$ cat src/rtl/uart_bus_master.sv
// UART command bridge: 'W'/'R' byte commands from an AXI-Stream RX link drive one
// native memory-bus transaction each and answer with status/read bytes on the TX link.
module uart_bus_master #(
  parameter int unsigned TIMEOUT = 1024
) (
  input  logic        clk,
  input  logic        rst,
  input  logic [7:0]  input_axis_tdata,
  input  logic        input_axis_tvalid,
  output logic        input_axis_tready,
  output logic [7:0]  output_axis_tdata,
  output logic        output_axis_tvalid,
  input  logic        output_axis_tready,
  output logic        mem_valid,
  output logic        mem_instr,
  input  logic        mem_ready,
  output logic [31:0] mem_addr,
  output logic [31:0] mem_wdata,
  output logic [3:0]  mem_wstrb,
  input  logic [31:0] mem_rdata,
  output logic        busy
);

  // Handshakes: a stream byte moves on any rising edge where tvalid && tready;
  // a source keeps tvalid/tdata steady until then. The bus request stays up with
  // stable addr/wdata/wstrb until the first edge with mem_valid && mem_ready.

  typedef enum logic [2:0] {
    S_IDLE = 3'd0,
    S_ADDR = 3'd1,
    S_DATA = 3'd2,
    S_BUS  = 3'd3,
    S_RESP = 3'd4
  } state_t;

  localparam logic [7:0]  CMD_WRITE = 8'h57;
  localparam logic [7:0]  CMD_READ  = 8'h52;
  localparam logic [7:0]  RSP_OK    = 8'h4B;
  localparam logic [7:0]  RSP_TMO   = 8'h54;
  localparam logic [7:0]  RSP_BAD   = 8'h3F;
  localparam logic [15:0] TMO_LAST  = 16'(TIMEOUT - 1);

  state_t      r_state;
  state_t      w_next;

  logic [1:0]  r_byte_cnt;
  logic        r_is_write;
  logic [31:0] r_addr;
  logic [31:0] r_wdata;
  logic [3:0]  r_wstrb;
  logic        r_mem_valid;
  logic [15:0] r_tmo_cnt;
  logic [31:0] r_rdata;
  logic [7:0]  r_tdata;
  logic        r_tvalid;
  logic [2:0]  r_resp_idx;
  logic [2:0]  r_resp_len;

  logic        w_in_fire;
  logic        w_out_fire;
  logic        w_last_byte;
  logic        w_mem_done;
  logic        w_timeout;
  logic        w_resp_last;
  logic        w_is_cmd;
  logic [7:0]  w_rdata_byte;

  assign input_axis_tready  = !rst && (r_state == S_IDLE || r_state == S_ADDR ||
                                       r_state == S_DATA);
  assign output_axis_tdata  = r_tdata;
  assign output_axis_tvalid = r_tvalid;
  assign mem_valid          = r_mem_valid;
  assign mem_instr          = 1'b0;
  assign mem_addr           = {r_addr[31:2], 2'b00};
  assign mem_wdata          = r_wdata;
  assign mem_wstrb          = r_wstrb;
  assign busy               = (r_state != S_IDLE);

  assign w_in_fire   = input_axis_tvalid && input_axis_tready;
  assign w_out_fire  = r_tvalid && output_axis_tready;
  assign w_last_byte = (r_byte_cnt == 2'd3);
  assign w_is_cmd    = (input_axis_tdata == CMD_WRITE) || (input_axis_tdata == CMD_READ);
  // Completion is checked first so a ready in the final counted cycle wins.
  assign w_mem_done  = r_mem_valid && mem_ready;
  assign w_timeout   = r_mem_valid && !mem_ready && (r_tmo_cnt == TMO_LAST);
  assign w_resp_last = (r_resp_idx == r_resp_len - 3'd1);

  always_comb begin
    w_rdata_byte = r_rdata[7:0];
    case (r_resp_idx[1:0])
      2'd0:    w_rdata_byte = r_rdata[7:0];
      2'd1:    w_rdata_byte = r_rdata[15:8];
      2'd2:    w_rdata_byte = r_rdata[23:16];
      default: w_rdata_byte = r_rdata[31:24];
    endcase
  end

  always_ff @(posedge clk) begin
    if (rst) begin
      r_state <= S_IDLE;
    end else begin
      r_state <= w_next;
    end
  end

  always_comb begin
    w_next = r_state;
    case (r_state)
      S_IDLE: begin
        if (w_in_fire) begin
          w_next = w_is_cmd ? S_ADDR : S_RESP;
        end
      end
      S_ADDR: begin
        if (w_in_fire && w_last_byte) begin
          w_next = r_is_write ? S_DATA : S_BUS;
        end
      end
      S_DATA: begin
        if (w_in_fire && w_last_byte) begin
          w_next = S_BUS;
        end
      end
      S_BUS: begin
        if (w_mem_done || w_timeout) begin
          w_next = S_RESP;
        end
      end
      S_RESP: begin
        if (w_out_fire && w_resp_last) begin
          w_next = S_IDLE;
        end
      end
      default: w_next = S_IDLE;
    endcase
  end

  always_ff @(posedge clk) begin
    if (rst) begin
      r_byte_cnt  <= 2'd0;
      r_is_write  <= 1'b0;
      r_addr      <= 32'd0;
      r_wdata     <= 32'd0;
      r_wstrb     <= 4'd0;
      r_mem_valid <= 1'b0;
      r_tmo_cnt   <= 16'd0;
      r_rdata     <= 32'd0;
      r_tdata     <= 8'd0;
      r_tvalid    <= 1'b0;
      r_resp_idx  <= 3'd0;
      r_resp_len  <= 3'd0;
    end else begin
      case (r_state)
        S_IDLE: begin
          if (w_in_fire) begin
            r_byte_cnt <= 2'd0;
            if (w_is_cmd) begin
              r_is_write <= (input_axis_tdata == CMD_WRITE);
            end else begin
              r_tdata    <= RSP_BAD;
              r_tvalid   <= 1'b1;
              r_resp_idx <= 3'd0;
              r_resp_len <= 3'd1;
            end
          end
        end
        S_ADDR: begin
          if (w_in_fire) begin
            r_addr     <= {input_axis_tdata, r_addr[31:8]};
            r_byte_cnt <= r_byte_cnt + 2'd1;
            if (w_last_byte && !r_is_write) begin
              r_mem_valid <= 1'b1;
              r_wstrb     <= 4'b0000;
              r_tmo_cnt   <= 16'd0;
            end
          end
        end
        S_DATA: begin
          if (w_in_fire) begin
            r_wdata    <= {input_axis_tdata, r_wdata[31:8]};
            r_byte_cnt <= r_byte_cnt + 2'd1;
            if (w_last_byte) begin
              r_mem_valid <= 1'b1;
              r_wstrb     <= 4'b1111;
              r_tmo_cnt   <= 16'd0;
            end
          end
        end
        S_BUS: begin
          if (w_mem_done) begin
            r_mem_valid <= 1'b0;
            r_rdata     <= mem_rdata;
            r_tdata     <= RSP_OK;
            r_tvalid    <= 1'b1;
            r_resp_idx  <= 3'd0;
            r_resp_len  <= r_is_write ? 3'd1 : 3'd5;
          end else if (w_timeout) begin
            r_mem_valid <= 1'b0;
            r_tdata     <= RSP_TMO;
            r_tvalid    <= 1'b1;
            r_resp_idx  <= 3'd0;
            r_resp_len  <= 3'd1;
          end else if (r_mem_valid) begin
            r_tmo_cnt <= r_tmo_cnt + 16'd1;
          end
        end
        S_RESP: begin
          // Byte 0 is the status; read data follows LSB first.
          if (w_out_fire) begin
            if (w_resp_last) begin
              r_tvalid   <= 1'b0;
              r_resp_idx <= 3'd0;
            end else begin
              r_tdata    <= w_rdata_byte;
              r_resp_idx <= r_resp_idx + 3'd1;
            end
          end
        end
        default: begin
          r_mem_valid <= 1'b0;
          r_tvalid    <= 1'b0;
        end
      endcase
    end
  end

endmodule

$ cat config.mk
export PLATFORM = sky130hd
export DESIGN_NAME = uart_bus_master
export DESIGN_NICKNAME = d
export VERILOG_FILES = /design/src/rtl/uart_bus_master.sv
export SDC_FILE = /design/constraint.sdc
export NUM_CORES = 1
export LEC_CHECK = 0
export ABC_AREA = 0
export BUFFER_PORTS_ARGS = -buffer_cell sky130_fd_sc_hd__buf_2
export CAP_MARGIN = 10
export CORE_MARGIN = 2
export CORE_UTILIZATION = 54
export CTS_CLUSTER_DIAMETER = 80
export DETAILED_ROUTE_END_ITERATION = 12
export PLACE_DENSITY = 0.84
export SYNTH_ARGS = -nofsm -noshare
export SYNTH_HDL_FRONTEND = slang
export SYNTH_SLANG_ARGS = --single-unit
$ cat constraint.sdc
create_clock -name clk -period 2 [get_ports clk]
set_input_delay 0.1 -clock clk [delete_from_list [all_inputs] [get_ports clk]]
set_output_delay 0.1 -clock clk [all_outputs]
set_load 0.01 [all_outputs]
==> results of run 1 <==
[state kept, by name, indices dropped and copies added, names as in the netlist]
register            count
output_axis_tvalid      1
r_state                 3
r_addr                 30
r_byte_cnt              2
mem_wdata              32
r_rdata                32
mem_valid               1
r_resp_len              2
output_axis_tdata       8
r_is_write              1
r_tmo_cnt              16
mem_wstrb               1
r_resp_idx              3
[final timing paths]
check,from,depth (start not counted),slack [ns],endpoint
max,r_tmo_cnt[0],7,0.03,r_resp_idx[2]
max reg2reg,r_tmo_cnt[0],7,0.03,r_resp_idx[2]
min reg2reg,r_addr[2],2,0.45,r_addr[2]
min,output_axis_tready,4,0.04,output_axis_tvalid
[logic make-up (layout without fill, tap and decap cells)]
| group | count (synthesis) | after routing | share of synthesized area |
|---|---|---|---|
| buffers and inverters | 67 | 243 | 0.0546 |
| other | 1 | 3 | 0.000666 |
| muxes | 3 | 3 | 0.00555 |
| adders and majority gates | 6 | 6 | 0.0133 |
| and+or+nand+nor | 303 | 303 | 0.241 |
| xor gates and xnor gates | 3 | 3 | 0.00466 |
| DFF | 132 | 132 | 0.469 |
| AOI/OAI and AO/OA | 200 | 200 | 0.211 |
[what timing repair did]
item,in CTS,in global routing
pin swaps,2,11
hold buffers,41,0
setup buffers,4,4
setup endpoints to repair,9,32
resized for setup,2,24
endpoints found under the hold margin,52,0
cloned,0,1
[final cells by class]
| class | count | area, sq um | share of cell area |
|---|---|---|---|
| Tap cell | 136 | 170 | 0.0224 |
| Sequential cell | 132 | 2650 | 0.348 |
| Inverter | 9 | 33.8 | 0.00445 |
| Clock inverter | 14 | 151 | 0.0199 |
| Multi-Input combinational cell | 518 | 2790 | 0.367 |
| Clock buffer | 18 | 428 | 0.0563 |
| Timing Repair Buffer | 202 | 1380 | 0.181 |
[placed cells by master (no fill, tap or decap), drive strengths merged, types with 4 or more instances in the layout]
master	Yosys	routed
nand2	211	211
buf	17	160
a21oi	132	132
dfxtp	132	132
dlygate4sd3	0	41
clkbuf	41	19
o31ai	18	18
nor2	15	15
or4	14	14
nand3	13	13
o21ai	13	13
inv	9	13
a211oi	9	9
a222oi	8	8
nand4	7	7
nor3	7	7
ha	6	6
clkinvlp	0	5
and3	5	5
nor2b	4	4
[power breakdown]
group          internal, mW  leakage [nW]  switching (mW)
clock network          1.82         0.271            1.22
registers              2.65          1.07          0.0152
logic                 0.170          1.61           0.199
total                  4.64          2.94            1.44
[tightest hold or removal path: stages]
cell	delay (ns)
buf_2	0.11
a21oi_1	0.12
o41ai_1	0.09
a21oi_1	0.12
[metrics by stage]
step,std cells,setup TNS (ns),hold WS [ns],instance area [sq um],setup slack (ns)
global placement,947,0,0.342,6430,0.0699
finish,1029,0,0.0448,7600,0.0291
floorplan,717,0,0.236,5640,0.0205
global route,1029,-0.173,0.0655,7600,-0.0897
detailed placement,947,-0.0958,0.347,6430,-0.0290
CTS,1024,0,0.0369,7460,0.00763
[metal layers]
layer  track usage  share of wire  vias to the layer above
li1              -              -                     2827
met1         0.349           0.40                     2858
met2         0.479           0.50                      283
met3        0.0699          0.073                       41
met4         0.105          0.022                        0
met5             0              0                        -
==> metrics.txt, run 1 <==
Area Overhead vs Synth=34.8%; HPWL Detailed=9.90 mm; max incr delay on CP=0.39 ns; GRT overflow=0; CTS Buffer Depth=2; measured slew at the worst slew-check pin=0.635 ns; CP cell instances=ha_2 > nand3_2 > o211ai_1 > buf_4 > o211a_1 > nand4b_1 > a31oi_1; max_slew headroom=0.571; Routed WL=16.7 mm; final setup fails=0; minimum clock period after layout=1.97 ns; PwrDens=800 nW/um^2; cell taking the most area after synthesis=dfxtp_1; detailed-route via count=6009; Antenna Nets Post-Route=0; # fillers=741; All-Layer GR Usage=0.283; share of layout cells above drive strength 1=0.252; pin count of the biggest net entering global routing=56; outcome=finished clean; # DRC=0; Cell Rows=37; Initial Utilization=0.551; Num CTS Buffers=17; min-delay worst type=in2reg; ys flop type=dfxtp_1; leak pwr=2.94 nW; Ys Warns=0; Worst Clk Skew=0.00742 ns; Mapped Avg Cell Area=7.88 sq um; TritonRoute pass-1 iters=7; Post-synth EDFFs=0; Die Area=11300 sq um; Initial DRC Count=673; Critical Path AT=2.41 ns; max-cap violation count=0; Critical Path RT=2.44 ns; worst setup path class=reg2reg; power consumption=6.07 mW; Mapped Cells=715; fin. max-slew vios=0; CTS tree=done; Seq/Total Area, Yosys=0.469; share of the synthesized area in the top cell type=0.469; Final Hold Viols=0; clock sinks=132; IO Port Bufs=122; crit end category=register; Crit path max-delay family=compound AO/OA/AOI/OAI gates; ant diodes=0; Async SR Flop Fraction=0; synth top area cells=dfxtp_1, nand2_1, a21oi_1; vias in the first global route=5552; Tcrit/Tclk final=0.985; Die Width=106 um; count leader, synth=nand2_1; Yosys reg bits=132; most instantiated cells after synthesis=nand2_1, a21oi_1, dfxtp_1, clkbuf_1, o31ai_1; I/O pin cnt=126; CTS clk-pin slew, worst paths=0.06 ns; Clock Latency Late Sink=0.53 ns; Netlist cell types=52; initial antenna violation count=0; Placer Congestion=0.927; Root Driver=clkbuf_8; CORE AREA=10200 sq um; layout net count=931; Max IR drop VDD=0.000659 V; Max FO, Critical Path=10; via/cell ratio=5.84; Worst Path Buf+Inv=1; DR WL/cell=16.2 um; first-pass GRT wire length=25.8 mm; final core occ=0.743; Startpoint Class=register; Die Height=106 um; Achievable Freq=507 MHz; htree depth=4; synthesized area=5630 sq um; slowest CP cell=o211a_1
No activity file was read; power rests on OpenSTA's default activity.
==> run 2: changes to the inputs <==
--- a/config.mk
+++ b/config.mk
@@ -13,6 +13,7 @@
 export CTS_CLUSTER_DIAMETER = 80
 export DETAILED_ROUTE_END_ITERATION = 12
 export PLACE_DENSITY = 0.84
+export RECOVER_POWER = 100
 export SYNTH_ARGS = -nofsm -noshare
 export SYNTH_HDL_FRONTEND = slang
 export SYNTH_SLANG_ARGS = --single-unit
==> run 2 against run 1 <==
Routed wire length is 0.17% higher. Worst setup slack better by 0.0013 ns. Flip-flop and latch count stayed put. Core utilization is 0.97 points lower. Largest cell class unchanged. Clock-buffer cell count stayed put. Register-to-register slack hardly changed. Critical path depth stayed put. Die area stayed put. Combinational power is 2% lower. Hold slack better by 0.0015 ns. Non-clock buffer count stayed put. Cell count stayed put. Critical endpoint is now r_tmo_cnt[11].
==> metrics.txt, run 2 (synthesized netlist as in run 1, its figures left out) <==
Final Cell Area=7500 sq um; CTS tree=done; Die Area=11300 sq um; Die Height=106 um; Initial DRC Count=631; htree depth=4; Max IR drop VDD=0.000657 V; Startpoint Class=register; initial antenna violation count=0; measured slew at the worst slew-check pin=0.651 ns; DR WL/cell=16.3 um; most common cell after layout, fill and taps aside=nand2_1; vias in the first global route=5552; clock sinks=132; worst setup path class=reg2reg; Achievable Freq=508 MHz; CTS clk-pin slew, worst paths=0.06 ns; Cell Rows=37; Critical Path RT=2.45 ns; pin count of the biggest net entering global routing=56; Antenna Nets Post-Route=0; Final Hold Viols=0; detailed-route via count=6012; # DRC=0; Comb power frac=0.060; Seq pwr share=0.439; Routed WL=16.7 mm; TritonRoute pass-1 iters=7; max-cap violation count=0; most frequent cells in the layout=nand2_1, a21oi_1, dfxtp_1, clkbuf_1, buf_2; Worst Clk Skew=0.00757 ns; Area Overhead vs Synth=33.1%; outcome=finished clean; All-Layer GR Usage=0.283; minimum clock period after layout=1.97 ns; power consumption=6.07 mW; HPWL Detailed=9.90 mm; CORE AREA=10200 sq um; dpl ws=-0.0290 ns; P_int=4.63 mW; layout net count=931; fin. max-slew vios=0; first-pass GRT wire length=25.8 mm; PwrDens=809 nW/um^2; Die Width=106 um; share of layout cells above drive strength 1=0.166; I/O pin cnt=126; final worst setup slack=0.0303 ns; Hold Path Stages=4; Critical Path AT=2.42 ns; Placed Area=6430 sq um; final setup fails=0; leak pwr=2.61 nW; Clock Latency Late Sink=0.53 ns; crit end category=register; Placer Congestion=0.927; max_slew headroom=0.560; setup_tns=0 ns; CTS Buffer Depth=2; clock power share=0.501; ant diodes=0; min-delay worst type=in2reg; via/cell ratio=5.84; Initial Utilization=0.551; IO Port Bufs=122; Tcrit/Tclk final=0.985; switching power=1.44 mW; Num CTS Buffers=17; switching share of power=0.237; cell depth of the worst flop-to-flop path=7; GRT overflow=0; Max FO, Critical Path=17; Root Driver=clkbuf_8
==> run 2: cell type report <==
class | count | area [sq um]
Fill cell | 794 | 2730
Inverter | 9 | 33.8
Multi-Input combinational cell | 518 | 2790
Sequential cell | 132 | 2650
Clock inverter | 14 | 151
Tap cell | 136 | 170
Timing Repair Buffer | 202 | 1280
Clock buffer | 18 | 428
==> run 2: what timing repair did <==
action,4_1_cts,5_1_grt
hold buffers,41,0
gates resized for setup,2,24
gates cloned,0,1
pin swaps,2,11
endpoints found under the setup margin,9,32
buffers inserted,4,4
endpoints found under the hold margin,52,0
==> run 2: stage by stage <==
stage / cells / hold slack, ns / util
global placement: 947 / 0.342 / 0.629
finish: 1029 / 0.0463 / 0.733
global route: 1029 / 0.0655 / 0.733
CTS: 1024 / 0.0369 / 0.729
floorplan: 717 / 0.236 / -
detailed placement: 947 / 0.347 / 0.629
==> run 2: final timing paths <==
path                       from                 end  slack (ns)
max                  r_state[2]       r_tmo_cnt[11]        0.03
min          output_axis_tready  output_axis_tvalid        0.05
max reg2reg          r_state[2]       r_tmo_cnt[11]        0.03
min reg2reg           r_addr[2]           r_addr[2]        0.45
==> run 2: power by group through the flow <==
stage	clock network [mW]	registers [mW]	logic [mW]
2_1_floorplan	0	2.73	0.145
3_3_place_gp	0	2.72	0.264
3_5_place_dp	0	2.72	0.272
4_1_cts	3.06	2.67	0.347
5_1_grt	3.19	2.67	0.386
6_report	3.04	2.67	0.363
==> run 2: critical path: stages (launching register included) <==
cell	delay, ns
dfxtp_1	0.31
buf_6	0.13
a211oi_4	0.23
a311oi_2	0.14
a41o_2	0.29
buf_12	0.15
or4_1	0.47
a21oi_1	0.16
==> run 2: routing by layer <==
layer	routed length (um)	vias to the layer above	GRT usage	share of wire
li1	-	2832	-	-
met1	6900	2886	0.349	0.41
met5	0	-	0	0
met2	8290	257	0.479	0.50
met3	1180	37	0.0699	0.070
met4	366	0	0.105	0.022
